`src/rtl/bf_ctrl_pkg.sv`:
```
// Shared types and helpers for the butterfly-stage control block.
package bf_ctrl_pkg;

  typedef enum logic [1:0] {
    IDLE  = 2'd0,
    ALERT = 2'd1,
    WAIT  = 2'd2,
    EN    = 2'd3
  } bf_state_e;

  // Counter/index width for a range of n values; never narrower than 1 bit.
  function automatic int bf_w(input int n);
    return (n <= 1) ? 1 : $clog2(n);
  endfunction

endpackage

```
`src/rtl/bf_beat_cnt.sv`:
```
// Small up/down counter with clear, load and terminal-count flags.
// tc_o flags the current value; tc_nxt_o flags the value the counter
// takes at the next edge, so callers can register "last beat" outputs.
module bf_beat_cnt #(
  parameter int             W    = 1,
  parameter bit             DOWN = 1'b0,
  parameter logic [W-1:0]   TC   = '0
) (
  input  logic         clk_i,
  input  logic         rst_i,
  input  logic         clr_i,
  input  logic         ld_i,
  input  logic [W-1:0] ld_val_i,
  input  logic         en_i,
  output logic [W-1:0] cnt_o,
  output logic         tc_o,
  output logic         tc_nxt_o
);

  logic [W-1:0] cnt_q, cnt_d;

  // Next count: clear beats load, load beats step.
  always_comb begin
    cnt_d = cnt_q;
    if (clr_i)     cnt_d = '0;
    else if (ld_i) cnt_d = ld_val_i;
    else if (en_i) cnt_d = DOWN ? (cnt_q - W'(1)) : (cnt_q + W'(1));
  end

  // Count register.
  always_ff @(posedge clk_i or posedge rst_i) begin
    if (rst_i) cnt_q <= '0;
    else       cnt_q <= cnt_d;
  end

  assign cnt_o    = cnt_q;
  assign tc_o     = (cnt_q == TC);
  assign tc_nxt_o = (cnt_d == TC);

endmodule

```
`src/rtl/bf_stage_ctrl.sv`:
```
// Butterfly-stage control: alert pulse, programmable wait, valid burst.
// One-deep request queue, sticky overflow flag, per-frame block counter.
// Every output comes straight from a flop.
module bf_stage_ctrl
  import bf_ctrl_pkg::*;
#(
  parameter int ALERT_DLY = 1,
  parameter int VALID_LEN = 1,
  parameter int NUM_BLK   = 8
) (
  input  logic                        clk,
  input  logic                        rst,
  input  logic                        bf_en,
  input  logic                        err_clr,
  output logic                        alert,
  output logic                        valid,
  output logic [bf_w(VALID_LEN)-1:0]  valid_idx,
  output logic                        busy,
  output logic [bf_w(NUM_BLK)-1:0]    blk_idx,
  output logic                        frame_done,
  output logic                        err_ovf
);

  localparam int VIW = bf_w(VALID_LEN);
  localparam int BIW = bf_w(NUM_BLK);
  localparam int WCW = bf_w(ALERT_DLY);

  // WAIT lasts ALERT_DLY-1 cycles: load ALERT_DLY-2 and leave when it hits 0.
  localparam logic [WCW-1:0] WAIT_LD   = (ALERT_DLY >= 2) ? WCW'(ALERT_DLY - 2) : '0;
  localparam logic [VIW-1:0] BEAT_LAST = VIW'(VALID_LEN - 1);
  localparam logic [BIW-1:0] BLK_LAST  = BIW'(NUM_BLK - 1);

  bf_state_e      state_q, state_d;
  logic           pending_q, pending_d;
  logic           err_ovf_q, err_ovf_d;
  logic [BIW-1:0] blk_q, blk_d;
  logic           alert_q, valid_q, busy_q, frame_done_q, frame_done_d;
  logic           ovf_set, last_beat;

  logic           wait_tc, beat_tc, beat_tc_nxt;
  logic [WCW-1:0] wait_cnt_unused;
  logic           wait_tcn_unused;

  // Wait counter: loaded while in ALERT, counts down through WAIT.
  bf_beat_cnt #(.W(WCW), .DOWN(1'b1), .TC('0)) u_wait_cnt (
    .clk_i    (clk),
    .rst_i    (rst),
    .clr_i    (1'b0),
    .ld_i     (state_q == ALERT),
    .ld_val_i (WAIT_LD),
    .en_i     (state_q == WAIT),
    .cnt_o    (wait_cnt_unused),
    .tc_o     (wait_tc),
    .tc_nxt_o (wait_tcn_unused)
  );

  // Beat counter: zero outside EN, steps once per beat, so it is valid_idx.
  bf_beat_cnt #(.W(VIW), .DOWN(1'b0), .TC(BEAT_LAST)) u_beat_cnt (
    .clk_i    (clk),
    .rst_i    (rst),
    .clr_i    (!((state_q == EN) && !beat_tc)),
    .ld_i     (1'b0),
    .ld_val_i ('0),
    .en_i     (1'b1),
    .cnt_o    (valid_idx),
    .tc_o     (beat_tc),
    .tc_nxt_o (beat_tc_nxt)
  );

  // Next-state, queue, overflow and block-index logic.
  always_comb begin
    state_d   = state_q;
    pending_d = pending_q;
    blk_d     = blk_q;
    ovf_set   = 1'b0;
    last_beat = (state_q == EN) && beat_tc;

    unique case (state_q)
      IDLE:    if (bf_en) state_d = ALERT;
      ALERT:   state_d = (ALERT_DLY == 1) ? EN : WAIT;
      WAIT:    if (wait_tc) state_d = EN;
      EN:      if (beat_tc) state_d = (pending_q || bf_en) ? ALERT : IDLE;
      default: state_d = IDLE;
    endcase

    if (last_beat) begin
      // A request on the last beat is queued and consumed at once; when the
      // queue was already full it refills it instead of overflowing.
      pending_d = pending_q & bf_en;
      blk_d     = (blk_q == BLK_LAST) ? '0 : (blk_q + BIW'(1));
    end else if ((state_q != IDLE) && bf_en) begin
      if (pending_q) ovf_set   = 1'b1;
      else           pending_d = 1'b1;
    end

    // Set wins over clear.
    err_ovf_d    = ovf_set | (err_ovf_q & ~err_clr);
    frame_done_d = (state_d == EN) && beat_tc_nxt && (blk_d == BLK_LAST);
  end

  // State, queue and status registers, plus registered outputs.
  always_ff @(posedge clk or posedge rst) begin
    if (rst) begin
      state_q      <= IDLE;
      pending_q    <= 1'b0;
      err_ovf_q    <= 1'b0;
      blk_q        <= '0;
      alert_q      <= 1'b0;
      valid_q      <= 1'b0;
      busy_q       <= 1'b0;
      frame_done_q <= 1'b0;
    end else begin
      state_q      <= state_d;
      pending_q    <= pending_d;
      err_ovf_q    <= err_ovf_d;
      blk_q        <= blk_d;
      alert_q      <= (state_d == ALERT);
      valid_q      <= (state_d == EN);
      busy_q       <= (state_d != IDLE);
      frame_done_q <= frame_done_d;
    end
  end

  assign alert      = alert_q;
  assign valid      = valid_q;
  assign busy       = busy_q;
  assign blk_idx    = blk_q;
  assign frame_done = frame_done_q;
  assign err_ovf    = err_ovf_q;

endmodule

```
`config.mk`:
```
export PLATFORM = sky130hd
export DESIGN_NAME = bf_stage_ctrl
export DESIGN_NICKNAME = d
export VERILOG_FILES = /design/src/rtl/bf_ctrl_pkg.sv /design/src/rtl/bf_beat_cnt.sv /design/src/rtl/bf_stage_ctrl.sv
export SDC_FILE = /design/constraint.sdc
export NUM_CORES = 1
export LEC_CHECK = 0
export BUFFER_PORTS_ARGS = -buffer_cell sky130_fd_sc_hd__buf_4
export CAP_MARGIN = 30
export CORE_AREA = 2 2 39 41
export CTS_CLUSTER_DIAMETER = 60
export CTS_CLUSTER_SIZE = 20
export DETAILED_ROUTE_END_ITERATION = 7
export DIE_AREA = 0 0 41 43
export GPL_TIMING_DRIVEN = 0
export HOLD_SLACK_MARGIN = 0.08
export PLACE_DENSITY = 0.72
export SLEW_MARGIN = 0
export SYNTH_ARGS = -nofsm -noshare
export SYNTH_HDL_FRONTEND = slang
export SYNTH_SLANG_ARGS = --single-unit
```
`constraint.sdc`:
```
create_clock -name clk -period 1.9 [get_ports clk]
set_clock_uncertainty 0.2 [all_clocks]
set_input_delay 0.285 -clock clk [delete_from_list [all_inputs] [get_ports clk]]
set_output_delay 0.285 -clock clk [all_outputs]
set_load 0.1 [all_outputs]
```
# After elaboration in Yosys (flattened, before gate mapping)
# Index checks and enable logic that the tools add are counted.
# word_totals
register_bits	13
latch_bits	0
ramBits	0
rom_bits	0
inputBits	4
wordCells	52
n_memories	0
# op_classes
addsub	3
n_mul	0
n_div	0
order_cmp	0
eq_ne	7
n_shift	0
mux	15
n_bitwise	6
n_reduce_logical	11
# ops
operator	n
two-way mux 1 bit	9
case mux 2 bit (4 select lines)	1
nonzero test 2 bit	4
== test 2 bit, second input constant	3
== test 3 bit, second input constant	2
two-way mux 2 bit	3
two-way mux 3 bit	2
logical AND 1 bit	5
== test 2 x 1 -> 1 bit, second input constant	2
adder 3 x 1 -> 3 bit, second input constant	1
NOT 1 bit	3
bitwise AND 1 bit	2
zero test 2 bit	1
adder 1 bit, second input constant	1
logical OR 1 bit	1
OR 1 bit	1
subtractor 1 bit, second input constant	1

# Logic depth before layout (Yosys ltp)
# depth
ltp_word	7
mapped_depth	7
mapped_depth_nobuf	7

# Modules after synthesis
# Synthesis repeated with hierarchy kept, for this count alone.
# hier_totals
cells_unflattened	62
hier_area_um2	633.1
# modules_own_cells
mod	instances	cells_per_inst	area_per_inst_um2
bf_stage_ctrl	1	46	495.5
bf_beat_cnt	2	8	68.8

# Least setup slack after synthesis
# Ideal clock, no wire load.
# synth_timing
kind	register -> register
startpoint	register blk_q[1], in the netlist blk_idx[1]
endpoint	register frame_done_q, in the netlist frame_done
setup_time_ns	0.135
arrival_time_ns	1.796
required_time_ns	1.565
slack_ns	-0.232
stages_incl_launch_ff	7
path_buffers	0
period_less_slack_ns	2.132
cell_sequence	dfrtp_1 > ha_1 > ha_1 > nor2_1 > mux2_2 > o21ai_0 > a211oi_2
# synth_between
elab_chain_len	5
# synth_lines
element	line	text
start: declaration	bf_stage_ctrl.sv:36	logic [BIW-1:0] blk_q, blk_d;
start signal: assignment	bf_stage_ctrl.sv:116	blk_q <= blk_d;
== test 3 bit	bf_stage_ctrl.sv:90	blk_d = (blk_q == BLK_LAST) ? '0 : (blk_q + BIW'(1));
two-way mux 3 bit	bf_stage_ctrl.sv:90	
two-way mux 3 bit	bf_stage_ctrl.sv:86	if (last_beat) begin
named net blk_d[0]	bf_stage_ctrl.sv:36	
== test 3 bit	bf_stage_ctrl.sv:98	frame_done_d = (state_d == EN) && beat_tc_nxt && (blk_d == BLK_LAST);
logical AND 1 bit	bf_stage_ctrl.sv:98	
named net frame_done_d	bf_stage_ctrl.sv:37	logic alert_q, valid_q, busy_q, frame_done_q, frame_done_d;
end signal: assignment	bf_stage_ctrl.sv:120	frame_done_q <= frame_done_d;
end: declaration	bf_stage_ctrl.sv:37	
# The timed path passes the listed nets, and every way through them passes these cells.
# A chain may end at the register's enable or synchronous reset.

# Worst setup path after layout
# layout_timing
startpoint	register state_q[1]
endpoint	register alert_q, in the netlist alert
# layout_between
elab_chain_len	3
# layout_lines
element	line	text
start: declaration	bf_stage_ctrl.sv:33	bf_state_e state_q, state_d;
start signal: assignment	bf_stage_ctrl.sv:113	state_q <= state_d;
== test 2 bit (tied with other cells)	bf_stage_ctrl.sv:78	unique case (state_q)
case mux 2 bit (4 select lines) *	bf_stage_ctrl.sv:78	
named net state_d[1]	bf_stage_ctrl.sv:33	
== test 2 x 1 -> 1 bit *	bf_stage_ctrl.sv:117	alert_q <= (state_d == ALERT);
end signal: assignment	bf_stage_ctrl.sv:117	
end: declaration	bf_stage_ctrl.sv:37	
# The timed path passes the listed nets; every way through them passes the cells marked *.

==> out/qor.txt <==
Worst setup path class: reg -> reg
Sink Count: 13
Share of cells above drive strength 1: 0.380
Maximum buffer depth of the clock tree: 2
Die H: 43 um
Minimum clock period: 1.72 ns
Worst min-delay path class: in -> reg
Gate Count Post-Synth: 61
Fillers: 119
Arrival @ worst endpoint: 1.72 ns
DR DRC count: 0
Global-route wire length before repair: 1.99 mm
Net Count, Synth: 71
Setup-failing EPs final: 0
Tcrit/Tclk final: 0.908
Antenna viol nets, final: 0
Seq/Total Area, Yosys: 0.497
Final Hold Fails: 0
Cell area after placement: 769 um2
DPL Wire Length: 885 um
Synthesized flop and latch total: 13
IO Pins: 13
Fin nets: 90
CTS tree: built
I/O Buffers: 12
Iter 0 DRT Violations: 2
# H-tree levels: 1
Drt wl/cell: 12.1 um
Total number of vias: 474
Pre-Repair DR Iteration Count: 4
Die area: 1760 um2
Fin area: 820 um2
Cell area after synthesis: 654 um2
Worst EP required: 1.90 ns
Vias in the first global route: 472
Avg Inst Size Synth: 10.7 um2
Gpl congestion: 0.722
Num rows: 14
Critical path launch point type: flop
Pins Over Slew Limit: 0
Post-CTS Setup Inserts: 0
Grt ovf: 0
Routed Wire Length: 1.15 mm
Initial antenna violation count: 0
Die X-Extent: 41 um
Root cell of the clock tree: clkbuf_4
GRT Total Usage: 0.172
Worst skew pair latency: 0.26 ns
Clk pin slew, worst setup/hold paths: 0.07 ns
Synth cell types: 19
Top cells by area, synth: dfrtp_1 50%, ha_1 11%, mux2_2 6.9%
Synth warn: 0
Inserted Clock Buffers: 3
Max FO, Critical Path: 6
Fmax: 580 MHz
Syn-to-layout area delta: 25.2%
Max cap viols: 0
Initial Util: 0.473
Outcome: complete, no violations
Routed vias/inst: 4.99
Yosys top cell area share: 0.497
Unrepaired setup endpoints after global routing: no
Largest net degree at the start of global routing: 14
Core Box Area: 1380 um2
Antenna diode count: 0
Crit end category: flop
Yosys top cell by area: dfrtp_1
Worst R2R Setup Slack: 0.18 ns
TNS Setup: 0 ns
-- cell type report --
cell class / instances / area, um2 / area share
Multi-Input combinational cell: 39 / 292 / 0.356
Clock buffer: 4 / 26.3 / 0.0321
Inverter: 8 / 30.0 / 0.0366
Buffer: 1 / 11.3 / 0.0137
Timing Repair Buffer: 14 / 110 / 0.134
Sequential cell: 13 / 330 / 0.403
Tap cell: 16 / 20.0 / 0.0244
-- sequential cells by signal, summed over array words and instances, names as in the netlist --
signal	cells
state_q	2
u_wait_cnt.cnt_o	1
busy	1
u_beat_cnt.cnt_o	1
frame_done	1
err_ovf	1
blk_idx	3
valid	1
pending_q	1
alert	1
-- timing repair --
action                                  in CTS  in global routing
gates resized for setup                      0                  1
hold buffers                                 2                  0
endpoints found under the setup margin       0                  2
endpoints found under the hold margin       14                  0
-- path summary, 6_finish.rpt --
| check | startpoint | to | depth (start not counted) |
|---|---|---|---|
| setup / recovery | state_q[1] | alert | 7 |
| hold / removal | bf_en | pending_q | 3 |
| setup reg to reg | state_q[1] | alert | 7 |
| hold reg to reg | u_wait_cnt.cnt_o | u_wait_cnt.cnt_o | 1 |
| max in group asynchronous | rst | u_beat_cnt.cnt_o | 3 |
| min in group asynchronous | rst | frame_done | 3 |
-- kinds of logic after synthesis --
group	Yosys count	share of synthesized area
buffers and inverters	9	0.0631
multiplexers	4	0.0688
AND/OR/NAND/NOR	17	0.128
adder cells (fa/ha/maj)	6	0.115
flip-flops	13	0.497
AO/OA/AOI/OAI	11	0.122
other	1	0.00573
-- stage by stage --
step	instances	worst slack (ns)	util	hold WS [ns]
CTS	95	0.0830	0.590	0.122
global route	95	0.0466	0.592	0.124
finish	95	0.175	0.592	0.124
global placement	89	0.124	0.556	0.128
detailed placement	89	0.0938	0.556	0.139
floorplan	61	0.0859	-	-0.0383
-- synthesized netlist by cell type (all sizes together) --
master   number
o21ai         3
a21oi         4
o32ai         1
buf           1
mux2          4
a211oi        1
conb          1
and3          1
dfrtp        13
nand2b        2
ha            6
nor2          7
inv           8
o221ai        1
nand2         6
o2111ai       1
nand3         1
-- worst max-delay path: stages, from the launching register on --
cell	delay [ns]
dfrtp_1	0.41
inv_1	0.10
ha_1	0.25
nand2b_1	0.12
o21ai_0	0.13
a21oi_2	0.26
inv_1	0.08
a21oi_1	0.11
-- placed cells by master, fill, tap and decap left out, types with 2 or more instances in the layout --
cell type and count:
a21oi_1 3, buf_4 12, clkbuf_4 3, dfrtp_1 9
dfrtp_2 4, dlygate4sd3_1 2, ha_1 6, inv_1 8
mux2_2 4, nand2_1 5, nor2_1 7, o21ai_0 3
-- per-layer routing --
metal,track usage,wire (um),vias up
li1,-,-,237
met3,0.0157,24,2
met4,0.100,9,0
met2,0.278,650,4
met1,0.210,464,231
met5,0,0,-
Power is not shown: default switching activity piles up to over one toggle a cycle in this logic, so the estimate is an artifact.
